==> src/rtl/ahb_wr_feeder_pkg.sv <==
// Shared types for the AHB master write feeder.
// FSM state encoding and AHB HSIZE constants.
package ahb_wr_feeder_pkg;

    typedef enum logic [1:0] {
        IDLE   = 2'd0,
        START  = 2'd1,
        STREAM = 2'd2,
        DONE   = 2'd3
    } feeder_state_e;

    localparam logic [2:0] HSIZE_BYTE  = 3'd0;
    localparam logic [2:0] HSIZE_HWORD = 3'd1;
    localparam logic [2:0] HSIZE_WORD  = 3'd2;

endpackage

==> src/rtl/ahb_wr_feeder_fifo.sv <==
// Write-data FIFO for the AHB master write feeder.
// Registered storage, no bypass: a pushed word is poppable next cycle.
module ahb_wr_feeder_fifo #(
    parameter int DATA_WDT = 32,
    parameter int DEPTH    = 8
) (
    input  logic                clk_i,
    input  logic                rst_i,
    input  logic                push_i,
    input  logic [DATA_WDT-1:0] data_i,
    input  logic                pop_i,
    output logic [DATA_WDT-1:0] head_o,
    output logic                full_o,
    output logic                empty_o
);

    localparam int AW = $clog2(DEPTH);

    logic [DATA_WDT-1:0] mem_q [DEPTH];
    logic [AW:0]         wptr_q;
    logic [AW:0]         rptr_q;
    logic                do_push;
    logic                do_pop;

    assign full_o  = (wptr_q[AW] != rptr_q[AW]) &&
                     (wptr_q[AW-1:0] == rptr_q[AW-1:0]);
    assign empty_o = (wptr_q == rptr_q);
    assign head_o  = mem_q[rptr_q[AW-1:0]];
    assign do_push = push_i && !full_o;
    assign do_pop  = pop_i && !empty_o;

    // Storage array: written on accepted push only.
    always_ff @(posedge clk_i) begin
        if (do_push) begin
            mem_q[wptr_q[AW-1:0]] <= data_i;
        end
    end

    // Read/write pointers with wrap bit; reset flushes the FIFO.
    always_ff @(posedge clk_i or posedge rst_i) begin
        if (rst_i) begin
            wptr_q <= '0;
            rptr_q <= '0;
        end else begin
            if (do_push) wptr_q <= wptr_q + 1'b1;
            if (do_pop)  rptr_q <= rptr_q + 1'b1;
        end
    end

endmodule

==> src/rtl/ahb_master_wr_feeder.sv <==
// Turns a write command plus a data stream into the ahb_master UI.
// UI registers only move on edges where i_next is high.
module ahb_master_wr_feeder
    import ahb_wr_feeder_pkg::*;
#(
    parameter int DATA_WDT   = 32,
    parameter int BEAT_WDT   = 32,
    parameter int FIFO_DEPTH = 8,
    parameter int STALL_WDT  = 16
) (
    input  logic                 i_hclk,
    input  logic                 i_hreset,
    input  logic                 i_cmd_valid,
    output logic                 o_cmd_ready,
    input  logic [31:0]          i_cmd_addr,
    input  logic [BEAT_WDT-1:0]  i_cmd_len,
    input  logic [2:0]           i_cmd_size,
    input  logic                 i_wdata_valid,
    output logic                 o_wdata_ready,
    input  logic [DATA_WDT-1:0]  i_wdata,
    input  logic                 i_next,
    output logic [31:0]          o_addr,
    output logic [2:0]           o_size,
    output logic                 o_wr,
    output logic [BEAT_WDT-1:0]  o_min_len,
    output logic                 o_cont,
    output logic                 o_dav,
    output logic [DATA_WDT-1:0]  o_data,
    output logic                 o_busy,
    output logic                 o_done,
    output logic [STALL_WDT-1:0] o_stall_cnt
);

    feeder_state_e       state_q, state_d;
    logic [31:0]         addr_q, addr_d;
    logic [BEAT_WDT-1:0] len_q, len_d;
    logic [2:0]          size_q, size_d;
    logic [BEAT_WDT-1:0] cnt_q, cnt_d;
    logic [BEAT_WDT-1:0] cnt_next;

    logic [31:0]          uaddr_q, uaddr_d;
    logic [2:0]           usize_q, usize_d;
    logic                 wr_q, wr_d;
    logic [BEAT_WDT-1:0]  mlen_q, mlen_d;
    logic                 cont_q, cont_d;
    logic                 dav_q, dav_d;
    logic [DATA_WDT-1:0]  data_q, data_d;
    logic [STALL_WDT-1:0] stall_q, stall_d;

    logic                fifo_push;
    logic                fifo_pop;
    logic                fifo_full;
    logic                fifo_empty;
    logic [DATA_WDT-1:0] fifo_head;
    logic                stall_inc;

    assign o_wdata_ready = !fifo_full;
    assign fifo_push     = i_wdata_valid && !fifo_full;

    ahb_wr_feeder_fifo #(
        .DATA_WDT (DATA_WDT),
        .DEPTH    (FIFO_DEPTH)
    ) u_fifo (
        .clk_i   (i_hclk),
        .rst_i   (i_hreset),
        .push_i  (fifo_push),
        .data_i  (i_wdata),
        .pop_i   (fifo_pop),
        .head_o  (fifo_head),
        .full_o  (fifo_full),
        .empty_o (fifo_empty)
    );

    assign cnt_next = cnt_q + {{(BEAT_WDT-1){1'b0}}, dav_q};

    assign o_cmd_ready = (state_q == IDLE);
    assign o_busy      = (state_q != IDLE);
    assign o_done      = (state_q == DONE);
    assign o_addr      = uaddr_q;
    assign o_size      = usize_q;
    assign o_wr        = wr_q;
    assign o_min_len   = mlen_q;
    assign o_cont      = cont_q;
    assign o_dav       = dav_q;
    assign o_data      = data_q;
    assign o_stall_cnt = stall_q;

    // Next-state, UI update and FIFO pop decision.
    always_comb begin
        state_d   = state_q;
        addr_d    = addr_q;
        len_d     = len_q;
        size_d    = size_q;
        cnt_d     = cnt_q;
        uaddr_d   = uaddr_q;
        usize_d   = usize_q;
        wr_d      = wr_q;
        mlen_d    = mlen_q;
        cont_d    = cont_q;
        dav_d     = dav_q;
        data_d    = data_q;
        fifo_pop  = 1'b0;
        stall_inc = 1'b0;
        unique case (state_q)
            IDLE: begin
                if (i_cmd_valid) begin
                    addr_d  = i_cmd_addr;
                    len_d   = i_cmd_len;
                    size_d  = i_cmd_size;
                    cnt_d   = '0;
                    state_d = (i_cmd_len == '0) ? DONE : START;
                end
            end
            START: begin
                if (i_next) begin
                    wr_d    = 1'b1;
                    uaddr_d = addr_q;
                    usize_d = size_q;
                    mlen_d  = len_q;
                    cont_d  = 1'b0;
                    if (!fifo_empty) begin
                        dav_d    = 1'b1;
                        data_d   = fifo_head;
                        fifo_pop = 1'b1;
                    end else begin
                        dav_d     = 1'b0;
                        stall_inc = 1'b1;
                    end
                    state_d = STREAM;
                end
            end
            STREAM: begin
                if (i_next) begin
                    cnt_d  = cnt_next;
                    cont_d = 1'b1;
                    if (cnt_next == len_q) begin
                        wr_d    = 1'b0;
                        dav_d   = 1'b0;
                        cont_d  = 1'b0;
                        state_d = DONE;
                    end else if (!fifo_empty) begin
                        dav_d    = 1'b1;
                        data_d   = fifo_head;
                        fifo_pop = 1'b1;
                    end else begin
                        dav_d     = 1'b0;
                        stall_inc = 1'b1;
                    end
                end
            end
            DONE: begin
                state_d = IDLE;
            end
        endcase
    end

    // Saturating count of starved beats.
    always_comb begin
        stall_d = stall_q;
        if (stall_inc && (stall_q != '1)) begin
            stall_d = stall_q + 1'b1;
        end
    end

    // State, command latch, counters and UI registers.
    always_ff @(posedge i_hclk or posedge i_hreset) begin
        if (i_hreset) begin
            state_q <= IDLE;
            addr_q  <= '0;
            len_q   <= '0;
            size_q  <= '0;
            cnt_q   <= '0;
            uaddr_q <= '0;
            usize_q <= '0;
            wr_q    <= 1'b0;
            mlen_q  <= '0;
            cont_q  <= 1'b0;
            dav_q   <= 1'b0;
            data_q  <= '0;
            stall_q <= '0;
        end else begin
            state_q <= state_d;
            addr_q  <= addr_d;
            len_q   <= len_d;
            size_q  <= size_d;
            cnt_q   <= cnt_d;
            uaddr_q <= uaddr_d;
            usize_q <= usize_d;
            wr_q    <= wr_d;
            mlen_q  <= mlen_d;
            cont_q  <= cont_d;
            dav_q   <= dav_d;
            data_q  <= data_d;
            stall_q <= stall_d;
        end
    end

endmodule
==> config.mk <==
export PLATFORM = sky130hd
export DESIGN_NAME = ahb_master_wr_feeder
export DESIGN_NICKNAME = d
export VERILOG_FILES = /design/src/rtl/ahb_wr_feeder_pkg.sv /design/src/rtl/ahb_wr_feeder_fifo.sv /design/src/rtl/ahb_master_wr_feeder.sv
export SDC_FILE = /design/constraint.sdc
export NUM_CORES = 1
export LEC_CHECK = 0
export CAP_MARGIN = 20
export CORE_MARGIN = 2
export CORE_UTILIZATION = 40
export CTS_BUF_LIST = sky130_fd_sc_hd__clkbuf_8
export DETAILED_ROUTE_END_ITERATION = 10
export HOLD_SLACK_MARGIN = 0.12
export PLACE_DENSITY = 0.6
export SKIP_LAST_GASP = 1
export SLEW_MARGIN = 20
export SYNTH_ARGS = -nofsm -noshare
export SYNTH_HDL_FRONTEND = slang
export SYNTH_SLANG_ARGS = --single-unit
==> constraint.sdc <==
create_clock -name i_hclk -period 23.9 [get_ports i_hclk]
set_input_delay 7.17 -clock i_hclk [delete_from_list [all_inputs] [get_ports i_hclk]]
set_output_delay 7.17 -clock i_hclk [all_outputs]
set_load 0.02 [all_outputs]
==> results.py <==
metrics = {
    "clock_tree": {
        "cts.clk_slew.worst_paths_ns": 0.06,
        "post_cts_resized": 0,
        "cts_hold_buf": 0,
        "cts.sinks": 483,
        "cts_max_path_buffers": 3,
        "cts_made_buffers": 82,
        "cts_setup_buffers": 0,
        "clk_latency_ns": 0.66,
        "root_buffer": "clkbuf_8",
        "cts_tree": "built",
        "htree_levels": 3,
    },
    "finish": {
        "drive_gt1_frac": 0.274,
        "syn_to_final_growth_pct": 22.7,
        "final_nets": 1621,
    },
    "sta": {
        "fmax_mhz": 100,
        "fin_tns_setup_ns": 0,
        "slew_viol_final": 0,
        "relSlewSlack": 0.293,
        "holdWs_ns": 0.483,
        "finClkSkew_ns": 0.0265,
        "worst_slew_pin_slew_ns": 1.06,
        "timing.final.crit_share": 0.417,
        "hold_viol_final": 0,
        "fin_crit_ns": 9.96,
        "finalSetupViolCount": 0,
        "rsz0062_at_grt": "no",
    },
    "route": {
        "drtIter0Drc": 745,
        "vias_per_cell": 5.20,
        "wl_per_cell_um": 20.8,
        "drc": 0,
        "vias": 11700,
        "drt-pass1-iter-count": 5,
        "ant_nets": 0,
        "routed_wl_mm": 46.6,
    },
    "critical_path": {
        "endpoint_kind": "primary output",
        "required_ns": 16.73,
        "cp.arrival_ns": 2.79,
        "crit_type": "reg -> out",
        "cp_max_fo": 68,
        "r2r_cells": 11,
        "startpoint_type": "flop",
    },
    "hold_path": {
        "min_path_cells": 1,
        "hold_path.class": "reg -> reg",
    },
    "synth": {
        "synthMuxAreaShare": 0.190,
        "synth_compound_area_frac": 0.0293,
        "synthAdderAreaFrac": 0.00556,
        "synth_top_family_by_area": "multiplexers",
        "synth_edf_count": 256,
        "syn_area_per_cell_um2": 16.2,
        "synthFlopType": "edfxtp_1",
        "synth_xor_area_frac": 0.0303,
        "synth-seq-cells": 483,
        "ys_seq_area_frac": 0.660,
        "syn_area_um2": 20300,
        "ys_warn_count": 0,
        "ys_types": 66,
        "syn_inst": 1250,
        "syn_nets": 1363,
        "synthSimpleGateAreaFrac": 0.0673,
        "async_flop_share": 0.470,
    },
    "global_route": {
        "grt_pass1_wl_mm": 71.2,
        "antenna_found_initial": 5,
        "grt_pass1_vias": 12100,
        "grt_usage": 0.178,
        "overflow": 0,
        "grt_max_degree": 101,
    },
    "die": {
        "initial_core_util": 0.405,
        "die_x_um": 229,
        "core_area_um2": 50100,
        "fp.dieH_um": 229,
        "num_rows": 82,
        "die-area_um2": 52500,
        "io_pins": 226,
    },
    "job": {
        "maxCapViolations": 0,
    },
    "power": {
        "p_per_area_nw_per_um2": 128,
        "power_leakage_nw": 9.35,
        "peakVddDrop_uv": 85.6,
    },
    "placed_design": {
        "dp_hpwl_mm": 28.2,
        "numPortBuffers": 225,
        "gp_congestion": 0.849,
    },
    "run_status": {
        "status": "finished clean",
    },
}
==> layer usage <==
| layer | vias up | global-route usage | wire, um |
|---|---|---|---|
| li1 | 5261 | - | - |
| met1 | 6026 | 0.218 | 19300 |
| met2 | 279 | 0.303 | 23600 |
| met3 | 88 | 0.0498 | 2600 |
| met4 | 8 | 0.0584 | 1120 |
| met5 | - | 0 | 53 |
==> flip-flops by register name, summed over array words and instances (netlist names) <==
signal,count
o_wr,1
u_fifo.wptr_q,4
u_fifo.mem_q,256
o_size,3
u_fifo.rptr_q,4
addr_q,32
o_addr,32
cnt_q,32
o_min_len,32
len_q,32
o_cont,1
o_dav,1
state_q,2
o_data,32
o_stall_cnt,16
size_q,3
==> critical path, cell delays in order, from the launching register on <==
cell and delay (ns):
dfrtp_4 1.05, xor2_1 0.13, nor3_1 0.28, nand2_1 0.12, clkdlybuf4s50_1 0.56
==> where the power goes <==
part	total (mW)	internal (mW)	switching (mW)
sequential	1.29	1.12	0.176
clock	0.727	0.399	0.328
combinational	1.15	0.624	0.528
==> cell usage in the layout (no fill, tap or decap), types with 4 or more instances in the layout <==
cell type and count:
nor2_1 25, a31oi_1 4, and2_1 5, a21oi_1 6, clkbuf_8 100, nor4_1 14, nand2_1 79, nand2b_1 4
and4_1 4, mux4_2 64, and3_1 15, clkinv_2 4, nand4_1 17, nor3_1 15, nor4_2 4, a221oi_1 4
xnor2_1 47, edfxtp_1 256, buf_4 17, o31ai_1 15, o21ai_0 38, inv_1 48, nor3b_1 4, mux2_2 172
mux2_4 29, nand3_1 30, xor2_1 23, clkdlybuf4s50_1 225, nor3_2 4, dfrtp_1 224, ha_1 9
==> path summary, 6_finish.rpt <==
check / from / end / slack [ns]
worst max-delay path: u_fifo.rptr_q[1] / o_wdata_ready / 13.94
worst min-delay path: u_fifo.wptr_q[3] / u_fifo.wptr_q[3] / 0.48
worst max register to register: o_dav / o_data[11] / 19.58
worst min register to register: u_fifo.wptr_q[3] / u_fifo.wptr_q[3] / 0.48
max in group asynchronous: i_hreset / u_fifo.rptr_q[0] / 14.61
min in group asynchronous: i_hreset / o_data[26] / 7.06
==> synth_stat cells, drive strengths merged (2+ instances only) <==
cell	instances	area (um2)
mux4	64	1440
and2	6	38.8
nor2	26	97.6
or2	4	25.0
nand2	81	304
and3	16	101
a41oi	2	17.5
a22o	2	17.5
inv	15	56.3
mux2i	3	30.0
and4	5	45.0
mux2	201	2370
ha	9	113
dfrtp	227	5680
edfxtp	256	7690
nor4	21	195
nor4b	4	35.0
o31ai	15	113
clkbuf	35	131
nor3	19	100
nand2b	4	25.0
nand4	20	153
nor3b	6	45.0
a2bb2oi	2	17.5
a31oi	4	25.0
nand3	30	150
a221oi	4	35.0
xor2	23	201
buf	33	179
a21oi	8	47.6
o21ai	40	211
or3	2	13.8
xnor2	47	412
==> final cells by class <==
| cell class | instances | area (um2) |
|---|---|---|
| repair buffers | 242 | 2380 |
| flip-flops and latches | 483 | 13400 |
| well taps | 672 | 841 |
| fillers | 4381 | 25200 |
| clock inverters | 44 | 249 |
| diodes | 1 | 2.50 |
| inverters | 15 | 63.8 |
| clock buffers | 100 | 1380 |
| multi-input cells | 684 | 6580 |
==> through the flow <==
step / area [um2] / power [mW] / util / instances / worst slack, ns
global route: 24900 / 3.34 / 0.497 / 2241 / 13.73
floorplan: 20300 / 2.05 / - / 1250 / 10.51
finish: 24900 / 3.17 / 0.497 / 2241 / 13.94
detailed placement: 23200 / 2.48 / 0.464 / 2096 / 13.69
CTS: 24900 / 3.23 / 0.497 / 2240 / 13.76
global placement: 23200 / 2.46 / 0.464 / 2096 / 13.73
==> cell families (layout without fill, tap and decap cells) <==
kind of cell    Yosys count  in the layout
xor+xnor                 70             70
fa+ha+maj                 9              9
flops                   483            483
compound gates           89             89
buf+inv                  83            401
other cells               0              1
simple gates            248            248
mux                     268            268
Power figures use the tool's default switching activity.
